**src/rtl/mem_port_arbiter.sv**
```systemverilog
// Shares one memory port between instruction fetch and data access, one transaction at a time.
// Grant registers mem_* one cycle after request; completion is flagged in the cycle after mem_ack; requesters hold req while data_ready_mem/if_valid stays low.
module mem_port_arbiter #(
    parameter int ADDR_W       = 32,
    parameter int DATA_W       = 32,
    parameter int STARVE_LIMIT = 4
) (
    input  logic              clk,
    input  logic              rstn,
    input  logic              if_req,
    input  logic [ADDR_W-1:0] if_addr,
    input  logic              if_cancel,
    output logic [DATA_W-1:0] if_rdata,
    output logic              if_valid,
    input  logic              dm_req,
    input  logic              dm_we,
    input  logic [ADDR_W-1:0] dm_addr,
    input  logic [DATA_W-1:0] dm_wdata,
    output logic [DATA_W-1:0] dm_rdata,
    output logic              data_ready_mem,
    output logic              mem_req,
    output logic              mem_we,
    output logic [ADDR_W-1:0] mem_addr,
    output logic [DATA_W-1:0] mem_wdata,
    input  logic              mem_ack,
    input  logic [DATA_W-1:0] mem_rdata
);

    typedef enum logic [1:0] {IDLE, D_BUSY, I_BUSY, DONE} state_t;

    localparam logic [3:0] LIMIT = 4'(STARVE_LIMIT);

    state_t     state;
    state_t     state_nxt;
    logic [3:0] starve_cnt;
    logic       cancel_flag;
    logic       done_d;
    logic       grant_d;
    logic       grant_i;
    logic       ack_d;
    logic       ack_i;

    always_comb begin
        state_nxt = state;
        grant_d   = 1'b0;
        grant_i   = 1'b0;
        case (state)
            IDLE: begin
                // Data wins unless a waiting fetch has already been passed over LIMIT times.
                if (dm_req && !(if_req && starve_cnt == LIMIT)) begin
                    grant_d   = 1'b1;
                    state_nxt = D_BUSY;
                end else if (if_req && !if_cancel) begin
                    grant_i   = 1'b1;
                    state_nxt = I_BUSY;
                end
            end
            D_BUSY:  if (mem_ack) state_nxt = DONE;
            I_BUSY:  if (mem_ack) state_nxt = DONE;
            DONE:    state_nxt = IDLE;
            default: state_nxt = IDLE;
        endcase
    end

    assign ack_d = (state == D_BUSY) && mem_ack;
    assign ack_i = (state == I_BUSY) && mem_ack;

    always_ff @(posedge clk or negedge rstn) begin
        if (!rstn) begin
            state <= IDLE;
        end else begin
            state <= state_nxt;
        end
    end

    always_ff @(posedge clk or negedge rstn) begin
        if (!rstn) begin
            mem_req     <= 1'b0;
            mem_we      <= 1'b0;
            mem_addr    <= '0;
            mem_wdata   <= '0;
            if_rdata    <= '0;
            dm_rdata    <= '0;
            if_valid    <= 1'b0;
            done_d      <= 1'b0;
            starve_cnt  <= '0;
            cancel_flag <= 1'b0;
        end else begin
            if_valid <= 1'b0;
            done_d   <= 1'b0;
            if (grant_d) begin
                mem_req    <= 1'b1;
                mem_we     <= dm_we;
                mem_addr   <= dm_addr;
                mem_wdata  <= dm_wdata;
                if (!if_req) begin
                    starve_cnt <= '0;
                end else if (starve_cnt != LIMIT) begin
                    starve_cnt <= starve_cnt + 4'd1;
                end
            end
            if (grant_i) begin
                mem_req    <= 1'b1;
                mem_we     <= 1'b0;
                mem_addr   <= if_addr;
                starve_cnt <= '0;
            end
            if ((state == I_BUSY) && if_cancel) begin
                cancel_flag <= 1'b1;
            end
            if (ack_d) begin
                mem_req <= 1'b0;
                done_d  <= 1'b1;
                if (!mem_we) begin
                    dm_rdata <= mem_rdata;
                end
            end
            if (ack_i) begin
                mem_req     <= 1'b0;
                if_rdata    <= mem_rdata;
                if_valid    <= !(cancel_flag || if_cancel);
                cancel_flag <= 1'b0;
            end
        end
    end

    assign data_ready_mem = ~dm_req | done_d;

endmodule

```
**config.mk**
```make
export PLATFORM = sky130hd
export DESIGN_NAME = mem_port_arbiter
export DESIGN_NICKNAME = d
export VERILOG_FILES = /design/src/rtl/mem_port_arbiter.sv
export SDC_FILE = /design/constraint.sdc
export NUM_CORES = 1
export LEC_CHECK = 0
export CORE_MARGIN = 2
export CORE_UTILIZATION = 40
export DETAILED_ROUTE_END_ITERATION = 12
export GPL_ROUTABILITY_DRIVEN = 0
export GPL_TIMING_DRIVEN = 0
export PLACE_DENSITY_LB_ADDON = 0.25
export SYNTH_ARGS = -nofsm -noshare
export SYNTH_HDL_FRONTEND = slang
export SYNTH_SLANG_ARGS = --single-unit
```
**constraint.sdc**
```tcl
create_clock -name clk -period 5.1 [get_ports clk]
set_clock_uncertainty 0.2 [all_clocks]
set_input_delay 1.02 -clock clk [delete_from_list [all_inputs] [get_ports clk]]
set_output_delay 1.02 -clock clk [all_outputs]
set_load 0.005 [all_outputs]
```
==> results of run 1 <==
==> power by group through the flow <==
stage          registers [µW]  logic [µW]  clock network [µW]
2_1_floorplan            1960         874                   0
3_3_place_gp             1920        2280                   0
3_5_place_dp             1950        2320                   0
4_1_cts                  1940        2340                1200
5_1_grt                  2000        2480                1260
6_report                 1930        2300                1170
==> area by class of cell <==
| cell class | instances | area [µm²] |
|---|---|---|
| Tap cell | 180 | 225 |
| Sequential cell | 139 | 3480 |
| Inverter | 10 | 37.5 |
| Timing Repair Buffer | 267 | 2690 |
| Fill cell | 1008 | 4690 |
| Buffer | 25 | 158 |
| Multi-Input combinational cell | 204 | 1980 |
| Clock buffer | 19 | 453 |
| Clock inverter | 13 | 119 |
==> per-layer routing <==
layer,up-vias,track usage
li1,1970,-
met2,178,0.343
met5,-,0
met1,2101,0.231
met4,0,0.0747
met3,21,0.0962
==> kinds of logic after synthesis <==
group,count (synthesis)
muxes,100
buffers and inverters,35
and+or+nand+nor,54
AOI/OAI and AO/OA,45
adders and majority gates,5
DFF,139
==> critical path, stage by stage <==
cell and delay [ps]:
clkdlybuf4s50_1 480, nand2b_1 130, clkdlybuf4s50_1 550
==> how the worst min path moves through the flow <==
| stage | from | endpoint | slack (ps) | depth (start not counted) |
|---|---|---|---|---|
| after floorplan | cancel_flag$_DFFE_PN0P_ | if_valid$_DFF_PN0_ | 210 | 1 |
| after global placement | cancel_flag$_DFFE_PN0P_ | if_valid$_DFF_PN0_ | 260 | 1 |
| after detailed placement | cancel_flag$_DFFE_PN0P_ | if_valid$_DFF_PN0_ | 260 | 1 |
| after CTS | cancel_flag$_DFFE_PN0P_ | if_valid$_DFF_PN0_ | 270 | 1 |
| after global routing | cancel_flag$_DFFE_PN0P_ | if_valid$_DFF_PN0_ | 300 | 1 |
| final | cancel_flag$_DFFE_PN0P_ | if_valid$_DFF_PN0_ | 250 | 1 |
==> cells in the final DEF (no fill, tap or decap), types with 4 or more instances in the layout <==
cell,netlist,final
a221o_1,32,32
buf_2,12,12
buf_4,5,5
buf_6,4,5
clkbuf_1,4,4
clkbuf_16,0,17
clkdlybuf4s50_1,0,265
clkinvlp_4,0,4
dfrtp_1,139,139
ha_1,5,5
inv_1,10,10
mux2_2,97,97
nand2_1,7,7
nor3b_1,32,32
==> flip-flops by register name, summed over array words and instances (netlist names) <==
| signal | flops |
|---|---|
| cancel_flag | 1 |
| dm_rdata | 32 |
| done_d | 1 |
| if_rdata | 32 |
| if_valid | 1 |
| mem_addr | 32 |
| mem_req | 1 |
| mem_wdata | 32 |
| mem_we | 1 |
| starve_cnt | 4 |
| state | 2 |
==> through the flow <==
stage | total power, µW | hold slack [ps] | area [µm²] | instances | setup TNS [ps]
after floorplan | 2840 | 209 | 5650 | 378 | 0
final | 5410 | 250 | 9140 | 857 | 0
after global routing | 5740 | 296 | 9140 | 857 | 0
after detailed placement | 4270 | 256 | 8570 | 825 | 0
after CTS | 5480 | 267 | 9140 | 857 | 0
after global placement | 4190 | 263 | 8540 | 824 | -362200
==> run summary, run 1 <==
Clk network pwr share -> 0.217
Drt initial violations -> 155
Net Sw Power -> 1520 µW
Met1 Wirelength -> 5980 µm
Simple-gate portion of the synthesized area -> 0.0646
Syn nets -> 518
Cts bufs inserted -> 17
Post-synthesis cell count -> 378
Worst vdd ir -> 332 µV
LEAKAGE -> 0.00381 µW
Final slew viol count -> 0
Share of layout cells above drive strength 1 -> 0.229
Status -> finished, final reports clean
Clock Tree Buf Depth -> 2
Min-Delay Path Class -> reg2reg
Setup violations, final -> 0
Net Sw Frac -> 0.282
Critical path endpoint category -> output port
Synth cell count leaders -> dfrtp_1 (139), mux2_2 (97), a221o_1 (32), nor3b_1 (32), buf_2 (12)
Synth area leaders -> dfrtp_1 (62%), mux2_2 (19%), a221o_1 (5.7%), nor3b_1 (4.3%), ha_1 (1.1%)
Final core occ -> 0.661
Vias post-DR -> 4270
Synth unique cells -> 32
Critical path data arrival time -> 2180 ps
# IOs -> 267
Yosys top cell area share -> 0.615
Post-synth top flop -> dfrtp_1
R2R Path End -> mem_wdata[28]$_DFFE_PN0P_
Post-synthesis sequential area ratio -> 0.615
Rows -> 43
Die height -> 123 µm
R2R Path Start -> state[0]$_DFFE_PN0P_
Internal cell power -> 3890 µW
CTS sink count -> 139
Crit path launch -> dm_req
Syn avg cell area -> 15.0 µm²
Crit path max fanout -> 4
Post-CTS sizing -> 0
Setup Crit Path Kind -> in2out
Initial antenna violation count -> 0
DR top layer -> met4
Met2 routed WL -> 7550 µm
Drt via density -> 4.98
Dominant cell type by area after synthesis -> dfrtp_1
Routed WL -> 15500 µm
First-pass GRT wire length -> 23600 µm
Max-Cap Viols -> 0
Flop2flop setup slack -> 2750 ps
CTS tree -> done
Crit start category -> input pin
FF-to-FF path depth -> 7
Pin count of the biggest net entering global routing -> 72
Fin crit period -> 3400 ps
PwrDens -> 592 mW/mm²
XOR/XNOR Fraction of Synth Area -> 0
Met3 routed WL -> 1720 µm
Comb power frac -> 0.425
Fraction of the cycle the final worst path needs -> 0.666
RSZ-0062 raised after global routing -> false
Synthesis-to-layout area growth -> 61.7%
# H-tree levels -> 4
Clock Latency Late Sink -> 410 ps
Synthesized cell area -> 0.00565 mm²
Worst Slack Setup Final -> 1700 ps
Core area -> 0.0138 mm²
Initial Utilization -> 0.409
Largest family of logic cells by synthesized area -> multiplexers
Slew headroom -> 0.565
Asr flop ratio synth -> 1.00
Per-cell routed wire length -> 18.1 µm
CP endpoint -> data_ready_mem
Half-perimeter wire length after placement -> 11500 µm
Sequential Power Share -> 0.358
Post-Place Worst Slack -> 1670 ps
Post-CTS Setup Bufs -> 0
Die Area -> 0.0151 mm²
Final net count -> 804
Die width -> 123 µm
Port buffer count -> 266
Fmax -> 0.294 GHz
Vias in the first global route -> 4600
Routed Antenna Nets -> 0
CTS clock-pin slew for the worst setup and hold paths -> 60 ps
Fin. Hold Viols -> 0
GRT Util Overall -> 0.206
Total gr overflow -> 0
Hold Buf Count CTS -> 0
Drt drc -> 0
Diode count -> 0
Syn. warnings -> 0
Yosys reg bits -> 139
Most frequent cell after synthesis -> dfrtp_1
Adder-Cell Fraction of Synth Area -> 0.0111
Post-synth EDFFs -> 0
Mux contribution to synthesized area -> 0.199
Post-synthesis compound-gate area fraction -> 0.0755
Drt first pass iters -> 4
CP required -> 3880 ps
CTS root buf -> clkbuf_16
Slew of the pin with the lowest slew margin -> 653 ps
No activity file was read; power rests on OpenSTA's default activity.
==> run 2, diff against run 1 <==
==> constraint.sdc (replaced) <==
create_clock -name clk -period 3.2 [get_ports clk]
set_clock_uncertainty 0.2 [all_clocks]
set_input_delay 0.64 -clock clk [delete_from_list [all_inputs] [get_ports clk]]
set_output_delay 0.64 -clock clk [all_outputs]
set_load 0.005 [all_outputs]
==> results of run 2 <==
The final DEF is identical to that of run 1. Status: finished, final reports clean.
Among the figures that moved: setup slack after placement 1670 ps -> 408 ps; setup slack after layout 1700 ps -> 562 ps; hold slack 250 ps -> 20.5 ps; register-to-register setup slack 2750 ps -> 850 ps; total power 5410 µW -> 8620 µW; worst IR drop on VDD 332 µV -> 529 µV
